**src/rtl/fpu_pkg.sv**
```systemverilog
// Shared types, op encodings and op-class helpers for the FPU issue/writeback stage.
package fpu_pkg;

   localparam int NREGS  = 32;
   localparam int DATA_W = 32;
   localparam int AW     = $clog2(NREGS);

   typedef logic [AW-1:0]     reg_idx_t;
   typedef logic [DATA_W-1:0] word_t;
   typedef logic [3:0]        fpu_op_t;

   localparam fpu_op_t FPU_MOV1 = 4'b0000;
   localparam fpu_op_t FPU_ADD  = 4'b0001;
   localparam fpu_op_t FPU_SUB  = 4'b0010;
   localparam fpu_op_t FPU_EQ   = 4'b0011;
   localparam fpu_op_t FPU_LT   = 4'b0100;
   localparam fpu_op_t FPU_LE   = 4'b0101;
   localparam fpu_op_t FPU_GE   = 4'b0110;
   localparam fpu_op_t FPU_GT   = 4'b0111;
   localparam fpu_op_t FPU_MOV2 = 4'b1000;

   function automatic logic is_wb_op(input fpu_op_t op);
      return (op == FPU_MOV1) || (op == FPU_ADD) || (op == FPU_SUB) || (op == FPU_MOV2);
   endfunction

   function automatic logic is_cmp_op(input fpu_op_t op);
      return (op >= FPU_EQ) && (op <= FPU_GT);
   endfunction

endpackage

```
**src/rtl/fpu_issue_wb_if.sv**
```systemverilog
// Bundle of issue, ext-write, FPU, writeback, flag and debug signals of the stage.
interface fpu_issue_wb_if;
   import fpu_pkg::*;

   logic     in_valid;
   logic     in_ready;
   fpu_op_t  in_op;
   reg_idx_t in_fs;
   reg_idx_t in_ft;
   reg_idx_t in_fd;
   logic     ext_we;
   reg_idx_t ext_addr;
   word_t    ext_wdata;
   word_t    fpu_src1;
   word_t    fpu_src2;
   fpu_op_t  fpu_control;
   word_t    fpu_result;
   logic     fpu_status_flag;
   logic     fpu_exception;
   logic     fpu_overflow_flag;
   logic     fpu_underflow_flag;
   logic     wb_valid;
   reg_idx_t wb_fd;
   logic     cc_flag;
   logic     sticky_exc;
   logic     sticky_ovf;
   logic     sticky_unf;
   logic     clr_sticky;
   reg_idx_t dbg_addr;
   word_t    dbg_data;

   modport slave (
      input  in_valid, in_op, in_fs, in_ft, in_fd,
      input  ext_we, ext_addr, ext_wdata,
      input  fpu_result, fpu_status_flag, fpu_exception, fpu_overflow_flag, fpu_underflow_flag,
      input  clr_sticky, dbg_addr,
      output in_ready, fpu_src1, fpu_src2, fpu_control,
      output wb_valid, wb_fd, cc_flag, sticky_exc, sticky_ovf, sticky_unf, dbg_data
   );

   modport master (
      output in_valid, in_op, in_fs, in_ft, in_fd,
      output ext_we, ext_addr, ext_wdata,
      output fpu_result, fpu_status_flag, fpu_exception, fpu_overflow_flag, fpu_underflow_flag,
      output clr_sticky, dbg_addr,
      input  in_ready, fpu_src1, fpu_src2, fpu_control,
      input  wb_valid, wb_fd, cc_flag, sticky_exc, sticky_ovf, sticky_unf, dbg_data
   );

endinterface

```
**src/rtl/fp_regfile.sv**
```systemverilog
// FP register file: two operand reads plus a debug read, FPU and ext write ports.
module fp_regfile
   import fpu_pkg::*;
(
   input  logic     clk,
   input  logic     rst_n,
   input  reg_idx_t ra1_i,
   input  reg_idx_t ra2_i,
   input  reg_idx_t dbg_addr_i,
   output word_t    rd1_o,
   output word_t    rd2_o,
   output word_t    dbg_data_o,
   input  logic     fpu_we_i,
   input  reg_idx_t fpu_waddr_i,
   input  word_t    fpu_wdata_i,
   input  logic     ext_we_i,
   input  reg_idx_t ext_waddr_i,
   input  word_t    ext_wdata_i
);

   word_t regs_q [NREGS];

   // FPU port checked first so a same-index collision keeps the FPU result.
   always_ff @(posedge clk or negedge rst_n) begin
      if (!rst_n) begin
         for (int i = 0; i < NREGS; i++) regs_q[i] <= '0;
      end else begin
         for (int i = 0; i < NREGS; i++) begin
            if (fpu_we_i && (fpu_waddr_i == reg_idx_t'(i))) begin
               regs_q[i] <= fpu_wdata_i;
            end else if (ext_we_i && (ext_waddr_i == reg_idx_t'(i))) begin
               regs_q[i] <= ext_wdata_i;
            end
         end
      end
   end

   assign rd1_o      = regs_q[ra1_i];
   assign rd2_o      = regs_q[ra2_i];
   assign dbg_data_o = regs_q[dbg_addr_i];

endmodule

```
**src/rtl/fpu_issue_wb.sv**
```systemverilog
// Issue/writeback stage: one S1 register feeding a combinational FPU, result written back next edge.
module fpu_issue_wb
   import fpu_pkg::*;
(
   input  logic           clk,
   input  logic           rst_n,
   fpu_issue_wb_if.slave  bus
);

   logic     s1_valid_q, s1_valid_d;
   fpu_op_t  ctrl_q, ctrl_d;
   reg_idx_t fd_q, fd_d;
   word_t    src1_q, src1_d;
   word_t    src2_q, src2_d;
   logic     cc_q, cc_d;
   logic     exc_q, exc_d;
   logic     ovf_q, ovf_d;
   logic     unf_q, unf_d;

   word_t rf_rd1, rf_rd2;
   logic  accept, retire, fpu_we, illegal;

   assign accept  = bus.in_valid & ~bus.ext_we;
   assign retire  = s1_valid_q;
   assign fpu_we  = retire & is_wb_op(ctrl_q);
   assign illegal = retire & ~is_wb_op(ctrl_q) & ~is_cmp_op(ctrl_q);

   fp_regfile u_regfile (
      .clk         (clk),
      .rst_n       (rst_n),
      .ra1_i       (bus.in_fs),
      .ra2_i       (bus.in_ft),
      .dbg_addr_i  (bus.dbg_addr),
      .rd1_o       (rf_rd1),
      .rd2_o       (rf_rd2),
      .dbg_data_o  (bus.dbg_data),
      .fpu_we_i    (fpu_we),
      .fpu_waddr_i (fd_q),
      .fpu_wdata_i (bus.fpu_result),
      .ext_we_i    (bus.ext_we),
      .ext_waddr_i (bus.ext_addr),
      .ext_wdata_i (bus.ext_wdata)
   );

   always_comb begin
      s1_valid_d = accept;
      ctrl_d     = FPU_MOV1;
      fd_d       = fd_q;
      src1_d     = src1_q;
      src2_d     = src2_q;
      if (accept) begin
         ctrl_d = bus.in_op;
         fd_d   = bus.in_fd;
         // The retiring op's result is not yet in the file, so forward it per source.
         src1_d = (fpu_we && (fd_q == bus.in_fs)) ? bus.fpu_result : rf_rd1;
         src2_d = (fpu_we && (fd_q == bus.in_ft)) ? bus.fpu_result : rf_rd2;
      end

      cc_d  = (retire && is_cmp_op(ctrl_q)) ? bus.fpu_status_flag : cc_q;
      // Clear first, then OR in this edge's sets so a simultaneous set survives.
      exc_d = (exc_q & ~bus.clr_sticky) | illegal | (retire & bus.fpu_exception);
      ovf_d = (ovf_q & ~bus.clr_sticky) | (retire & bus.fpu_overflow_flag);
      unf_d = (unf_q & ~bus.clr_sticky) | (retire & bus.fpu_underflow_flag);
   end

   always_ff @(posedge clk or negedge rst_n) begin
      if (!rst_n) begin
         s1_valid_q <= 1'b0;
         ctrl_q     <= FPU_MOV1;
         fd_q       <= '0;
         src1_q     <= '0;
         src2_q     <= '0;
         cc_q       <= 1'b0;
         exc_q      <= 1'b0;
         ovf_q      <= 1'b0;
         unf_q      <= 1'b0;
      end else begin
         s1_valid_q <= s1_valid_d;
         ctrl_q     <= ctrl_d;
         fd_q       <= fd_d;
         src1_q     <= src1_d;
         src2_q     <= src2_d;
         cc_q       <= cc_d;
         exc_q      <= exc_d;
         ovf_q      <= ovf_d;
         unf_q      <= unf_d;
      end
   end

   assign bus.in_ready    = ~bus.ext_we;
   assign bus.fpu_src1    = src1_q;
   assign bus.fpu_src2    = src2_q;
   assign bus.fpu_control = ctrl_q;
   assign bus.wb_valid    = s1_valid_q;
   assign bus.wb_fd       = fd_q;
   assign bus.cc_flag     = cc_q;
   assign bus.sticky_exc  = exc_q;
   assign bus.sticky_ovf  = ovf_q;
   assign bus.sticky_unf  = unf_q;

endmodule

```
**src/flat_wrapper.sv**
```systemverilog
// flat-port wrapper written by rule: the top's interface ports become plain ports
module fpu_issue_wb_flat import fpu_pkg::*;
  (clk, rst_n, bus_in_valid, bus_in_op, bus_in_fs, bus_in_ft, bus_in_fd, bus_ext_we, bus_ext_addr, bus_ext_wdata, bus_fpu_result, bus_fpu_status_flag, bus_fpu_exception, bus_fpu_overflow_flag, bus_fpu_underflow_flag, bus_clr_sticky, bus_dbg_addr, bus_in_ready, bus_fpu_src1, bus_fpu_src2, bus_fpu_control, bus_wb_valid, bus_wb_fd, bus_cc_flag, bus_sticky_exc, bus_sticky_ovf, bus_sticky_unf, bus_dbg_data);
  fpu_issue_wb_if bus_i ();
  input  logic clk;
  input  logic rst_n;
  input wire logic [$bits(bus_i.in_valid)-1:0] bus_in_valid;
  input wire logic [$bits(bus_i.in_op)-1:0] bus_in_op;
  input wire logic [$bits(bus_i.in_fs)-1:0] bus_in_fs;
  input wire logic [$bits(bus_i.in_ft)-1:0] bus_in_ft;
  input wire logic [$bits(bus_i.in_fd)-1:0] bus_in_fd;
  input wire logic [$bits(bus_i.ext_we)-1:0] bus_ext_we;
  input wire logic [$bits(bus_i.ext_addr)-1:0] bus_ext_addr;
  input wire logic [$bits(bus_i.ext_wdata)-1:0] bus_ext_wdata;
  input wire logic [$bits(bus_i.fpu_result)-1:0] bus_fpu_result;
  input wire logic [$bits(bus_i.fpu_status_flag)-1:0] bus_fpu_status_flag;
  input wire logic [$bits(bus_i.fpu_exception)-1:0] bus_fpu_exception;
  input wire logic [$bits(bus_i.fpu_overflow_flag)-1:0] bus_fpu_overflow_flag;
  input wire logic [$bits(bus_i.fpu_underflow_flag)-1:0] bus_fpu_underflow_flag;
  input wire logic [$bits(bus_i.clr_sticky)-1:0] bus_clr_sticky;
  input wire logic [$bits(bus_i.dbg_addr)-1:0] bus_dbg_addr;
  output wire logic [$bits(bus_i.in_ready)-1:0] bus_in_ready;
  output wire logic [$bits(bus_i.fpu_src1)-1:0] bus_fpu_src1;
  output wire logic [$bits(bus_i.fpu_src2)-1:0] bus_fpu_src2;
  output wire logic [$bits(bus_i.fpu_control)-1:0] bus_fpu_control;
  output wire logic [$bits(bus_i.wb_valid)-1:0] bus_wb_valid;
  output wire logic [$bits(bus_i.wb_fd)-1:0] bus_wb_fd;
  output wire logic [$bits(bus_i.cc_flag)-1:0] bus_cc_flag;
  output wire logic [$bits(bus_i.sticky_exc)-1:0] bus_sticky_exc;
  output wire logic [$bits(bus_i.sticky_ovf)-1:0] bus_sticky_ovf;
  output wire logic [$bits(bus_i.sticky_unf)-1:0] bus_sticky_unf;
  output wire logic [$bits(bus_i.dbg_data)-1:0] bus_dbg_data;
  assign bus_i.in_valid = bus_in_valid;
  assign bus_i.in_op = bus_in_op;
  assign bus_i.in_fs = bus_in_fs;
  assign bus_i.in_ft = bus_in_ft;
  assign bus_i.in_fd = bus_in_fd;
  assign bus_i.ext_we = bus_ext_we;
  assign bus_i.ext_addr = bus_ext_addr;
  assign bus_i.ext_wdata = bus_ext_wdata;
  assign bus_i.fpu_result = bus_fpu_result;
  assign bus_i.fpu_status_flag = bus_fpu_status_flag;
  assign bus_i.fpu_exception = bus_fpu_exception;
  assign bus_i.fpu_overflow_flag = bus_fpu_overflow_flag;
  assign bus_i.fpu_underflow_flag = bus_fpu_underflow_flag;
  assign bus_i.clr_sticky = bus_clr_sticky;
  assign bus_i.dbg_addr = bus_dbg_addr;
  assign bus_in_ready = bus_i.in_ready;
  assign bus_fpu_src1 = bus_i.fpu_src1;
  assign bus_fpu_src2 = bus_i.fpu_src2;
  assign bus_fpu_control = bus_i.fpu_control;
  assign bus_wb_valid = bus_i.wb_valid;
  assign bus_wb_fd = bus_i.wb_fd;
  assign bus_cc_flag = bus_i.cc_flag;
  assign bus_sticky_exc = bus_i.sticky_exc;
  assign bus_sticky_ovf = bus_i.sticky_ovf;
  assign bus_sticky_unf = bus_i.sticky_unf;
  assign bus_dbg_data = bus_i.dbg_data;
  fpu_issue_wb u_core (.clk(clk), .rst_n(rst_n), .bus(bus_i));
endmodule
```
**config.mk**
```make
export PLATFORM = sky130hd
export DESIGN_NAME = fpu_issue_wb_flat
export DESIGN_NICKNAME = d
export VERILOG_FILES = /design/src/rtl/fpu_pkg.sv /design/src/rtl/fpu_issue_wb_if.sv /design/src/rtl/fp_regfile.sv /design/src/rtl/fpu_issue_wb.sv /design/src/flat_wrapper.sv
export SDC_FILE = /design/constraint.sdc
export NUM_CORES = 2
export LEC_CHECK = 0
export CAP_MARGIN = 10
export CORE_ASPECT_RATIO = 0.7
export CORE_MARGIN = 8
export CORE_UTILIZATION = 45
export DETAILED_ROUTE_END_ITERATION = 10
export PLACE_DENSITY_LB_ADDON = 0.12
export SETUP_SLACK_MARGIN = 0.4
export SYNTH_ARGS = -nofsm -noshare
export SYNTH_HDL_FRONTEND = slang
export SYNTH_HIERARCHICAL = 1
export SYNTH_SLANG_ARGS = --single-unit
```
**constraint.sdc**
```tcl
create_clock -name clk -period 8.55 [get_ports clk]
set_input_delay 1.2825 -clock clk [delete_from_list [all_inputs] [get_ports clk]]
set_output_delay 1.2825 -clock clk [all_outputs]
set_load 0.03 [all_outputs]
```
==> metrics.yaml <==
layout.cells.most_common_list: "2,560 x mux2i_1, 1,102 x dfrtp_1, 886 x nand2_1, 833 x a21oi_1, 548 x nor2_1"
std_cell_rows: 127
async_flop_share_pct: 100
drc: 0
tritoncts.num_buffers: 121
h-tree-depth: 3
yosysWarnings: 6
power.switching_uw: 7940
clockBufferDepth: 3
layout_commonest_cell: "mux2i_1"
power.internal_uw: 13100
ys_types: 45
drive_gt1_share_pct: 6.27
clock_latency_ps: 810
start_util_pct: 45.3
reg2reg_from: "u_core/bus.fpu_control[3]"
area_growth_syn_to_layout_pct: 9.99
p_comb_share_pct: 30.4
grt_pass1_wl_um: 516000
synth_area_mm2: 0.0777
crit_top_cell: "clkdlybuf4s50_1"
cts.sinks: 1102
hold_violations: 0
synth_nets: 8711
crit_family: "buffers and inverters"
setup_viol: 0
tightestPinTransition_ps: 1370
antenna_found_initial: 20
vias: 72200
routed_wirelength_um: 370000
synth_area_per_cell_um2: 9.02
status: "complete, no violations"
hold_path.class: "input pin to asynchronous set/reset pin"
maxClockFrequency_mhz: 159
drv_slew: 0
grt_max_degree: 147
switching_share_pct: 37.7
grtUsageTotal_pct: 37.7
worstRegToRegCells: 10
cts_tree: "built"
critPathCaptureType: "primary output"
cp_max_fo: 31
die_height_um: 364
cts_hold_buf: 0
drt_iter0_drc: 11000
postCtsResizedCells: 0
ys_seq_elements: 1102
clockRootBuffer: "clkbuf_16"
die-area_mm2: 0.186
dr.pass1.iters: 6
seqPwrFrac_pct: 42.6
clkPwrFrac_pct: 27.1
cp_cell_sequence: "clkdlybuf4s50_1, nor2b_4, buf_12, buf_4, a22o_1, nor3_1, a31oi_1, nand3_1, clkdlybuf4s50_1"
io_buffer_count: 212
p_per_area_mw_per_mm2: 247
vias_per_cell: 6.80
layout.nets: 8342
vdd_drop_max_mv: 0.202
reg2reg_to: "u_core/u_regfile/regs_q[733]"
grt.overflow.total: 0
ys.flop_type: "dfrtp_1"
crit_type: "input pin to primary output"
finClkSkew_ps: 41.3
ff2ff_setup_slack_ps: 2880
postCtsSetupBuffers: 0
rsz0062_at_grt: "no"
max-cap-violations: 0
slowest_delay_ps: 880
slew_headroom_pct: 8.15
post-route-period-util_pct: 73.7
dpl.hpwl_um: 202000
cp_slowest_cell: "nor2b_4"
cp-start-kind: "input pin"
coreArea_mm2: 0.171
grt_pass1_vias: 67200
fin_total_pwr_uw: 21100
setup_tns_ps: 0
cp.required_ps: 7270
die_w_um: 513
cp_num_buf_inv: 4
finalNonFillerCells: 10600
synth_sequential_area_ratio_pct: 35.5
arrival_ps: 5020
fin_crit_ps: 6300
wl_per_cell_um: 34.9
boundaryPins: 213
routabilityCongestion: 0.894
ant_nets: 0
cts.clk_slew.worst_paths_ps: 60
synthCells: 8609
p_leak_uw: 0.0402
timing.hold.ws_ps: 419
place_inst: 10400
synth_edf_count: 0
==> sequential cells by signal (all words and copies together) (netlist names) <==
signal,count
u_core/bus.fpu_control,4
u_core/bus.wb_fd,5
u_core/u_regfile/regs_q,1024
u_core/bus.sticky_unf,1
u_core/bus.sticky_ovf,1
u_core/bus.fpu_src1,32
u_core/bus.cc_flag,1
u_core/bus.sticky_exc,1
u_core/bus.wb_valid,1
u_core/bus.fpu_src2,32
==> through the flow <==
step                      utilization, %  setup WS (ps)  cell area [um2]
final                               49.8           2250            85500
after global placement              47.4           2440            81200
after CTS                           49.8           2400            85400
after detailed placement            47.4           2400            81200
after floorplan                        -           4520            77700
after global routing                49.8           2260            85400
==> synthesized netlist by cell type (4+ instances only) <==
cell	count	area (um2)
nor2_1	566	2120
buf_4	40	300
buf_2	259	1300
nor2b_1	12	75.1
clkbuf_1	583	2190
xor2_1	5	43.8
and2_1	40	250
a21oi_1	833	4170
a22oi_1	288	2160
o21ai_1	18	90.1
nor3_1	98	490
xnor2_1	5	43.8
buf_1	37	139
o21ai_0	466	2330
inv_1	5	18.8
o311ai_0	32	280
nor2_2	10	62.6
or3_1	4	25.0
nand2b_1	14	87.6
buf_6	8	90.1
a221o_1	32	320
o211ai_1	32	240
nand2_1	915	3430
dfrtp_1	1102	27600
a31oi_1	128	801
mux2i_1	2560	25600
a22o_1	192	1680
nand3_1	295	1480
==> cell type report <==
cell class	count	area (um2)
Sequential cell	1102	27600
Fill cell	15600	86000
Antenna cell	9	22.5
Tap cell	2257	2820
Inverter	6	27.5
Clock inverter	43	668
Multi-Input combinational cell	6571	46600
Clock buffer	181	3510
Timing Repair Buffer	438	4200
==> logic make-up (layout without fill, tap and decap cells) <==
| kind of cell | Yosys count | after routing | share of synthesized area, % |
|---|---|---|---|
| flops | 1102 | 1102 | 35.5 |
| simple gates | 1977 | 1977 | 10.6 |
| compound gates | 2022 | 2022 | 15.6 |
| buf+inv | 936 | 668 | 5.25 |
| fa+ha+maj | 1 | 1 | 0.0145 |
| other cells | 0 | 9 | 0 |
| mux | 2561 | 2561 | 33.0 |
| xor+xnor | 10 | 10 | 0.113 |
==> power by group through the flow <==
stage	clock network [uW]	registers [uW]	logic (uW)
finish	5710	8980	6400
global route	5970	9170	6940
CTS	5760	8850	6270
detailed placement	0	8920	6270
global placement	0	8830	6080
floorplan	0	8480	4490
==> how the worst max path moves through the flow <==
stage,cells past startpoint,end,start
3_3_place_gp,9,bus_dbg_data[17],bus_dbg_addr[2]
3_5_place_dp,9,bus_dbg_data[17],bus_dbg_addr[2]
6_report,9,bus_dbg_data[17],bus_dbg_addr[2]
2_1_floorplan,8,bus_dbg_data[25],bus_dbg_addr[1]
5_1_grt,9,bus_dbg_data[17],bus_dbg_addr[2]
4_1_cts,9,bus_dbg_data[17],bus_dbg_addr[2]
==> metal layers <==
metal / GRT usage, % / vias up / share of wire (%)
li1: - / 30400 / -
met1: 51.4 / 35400 / 41
met2: 52.5 / 5210 / 40
met3: 12.8 / 1139 / 13
met4: 19.7 / 18 / 6.3
met5: 0 / - / 0.044
(Power assumes the default switching activity.)
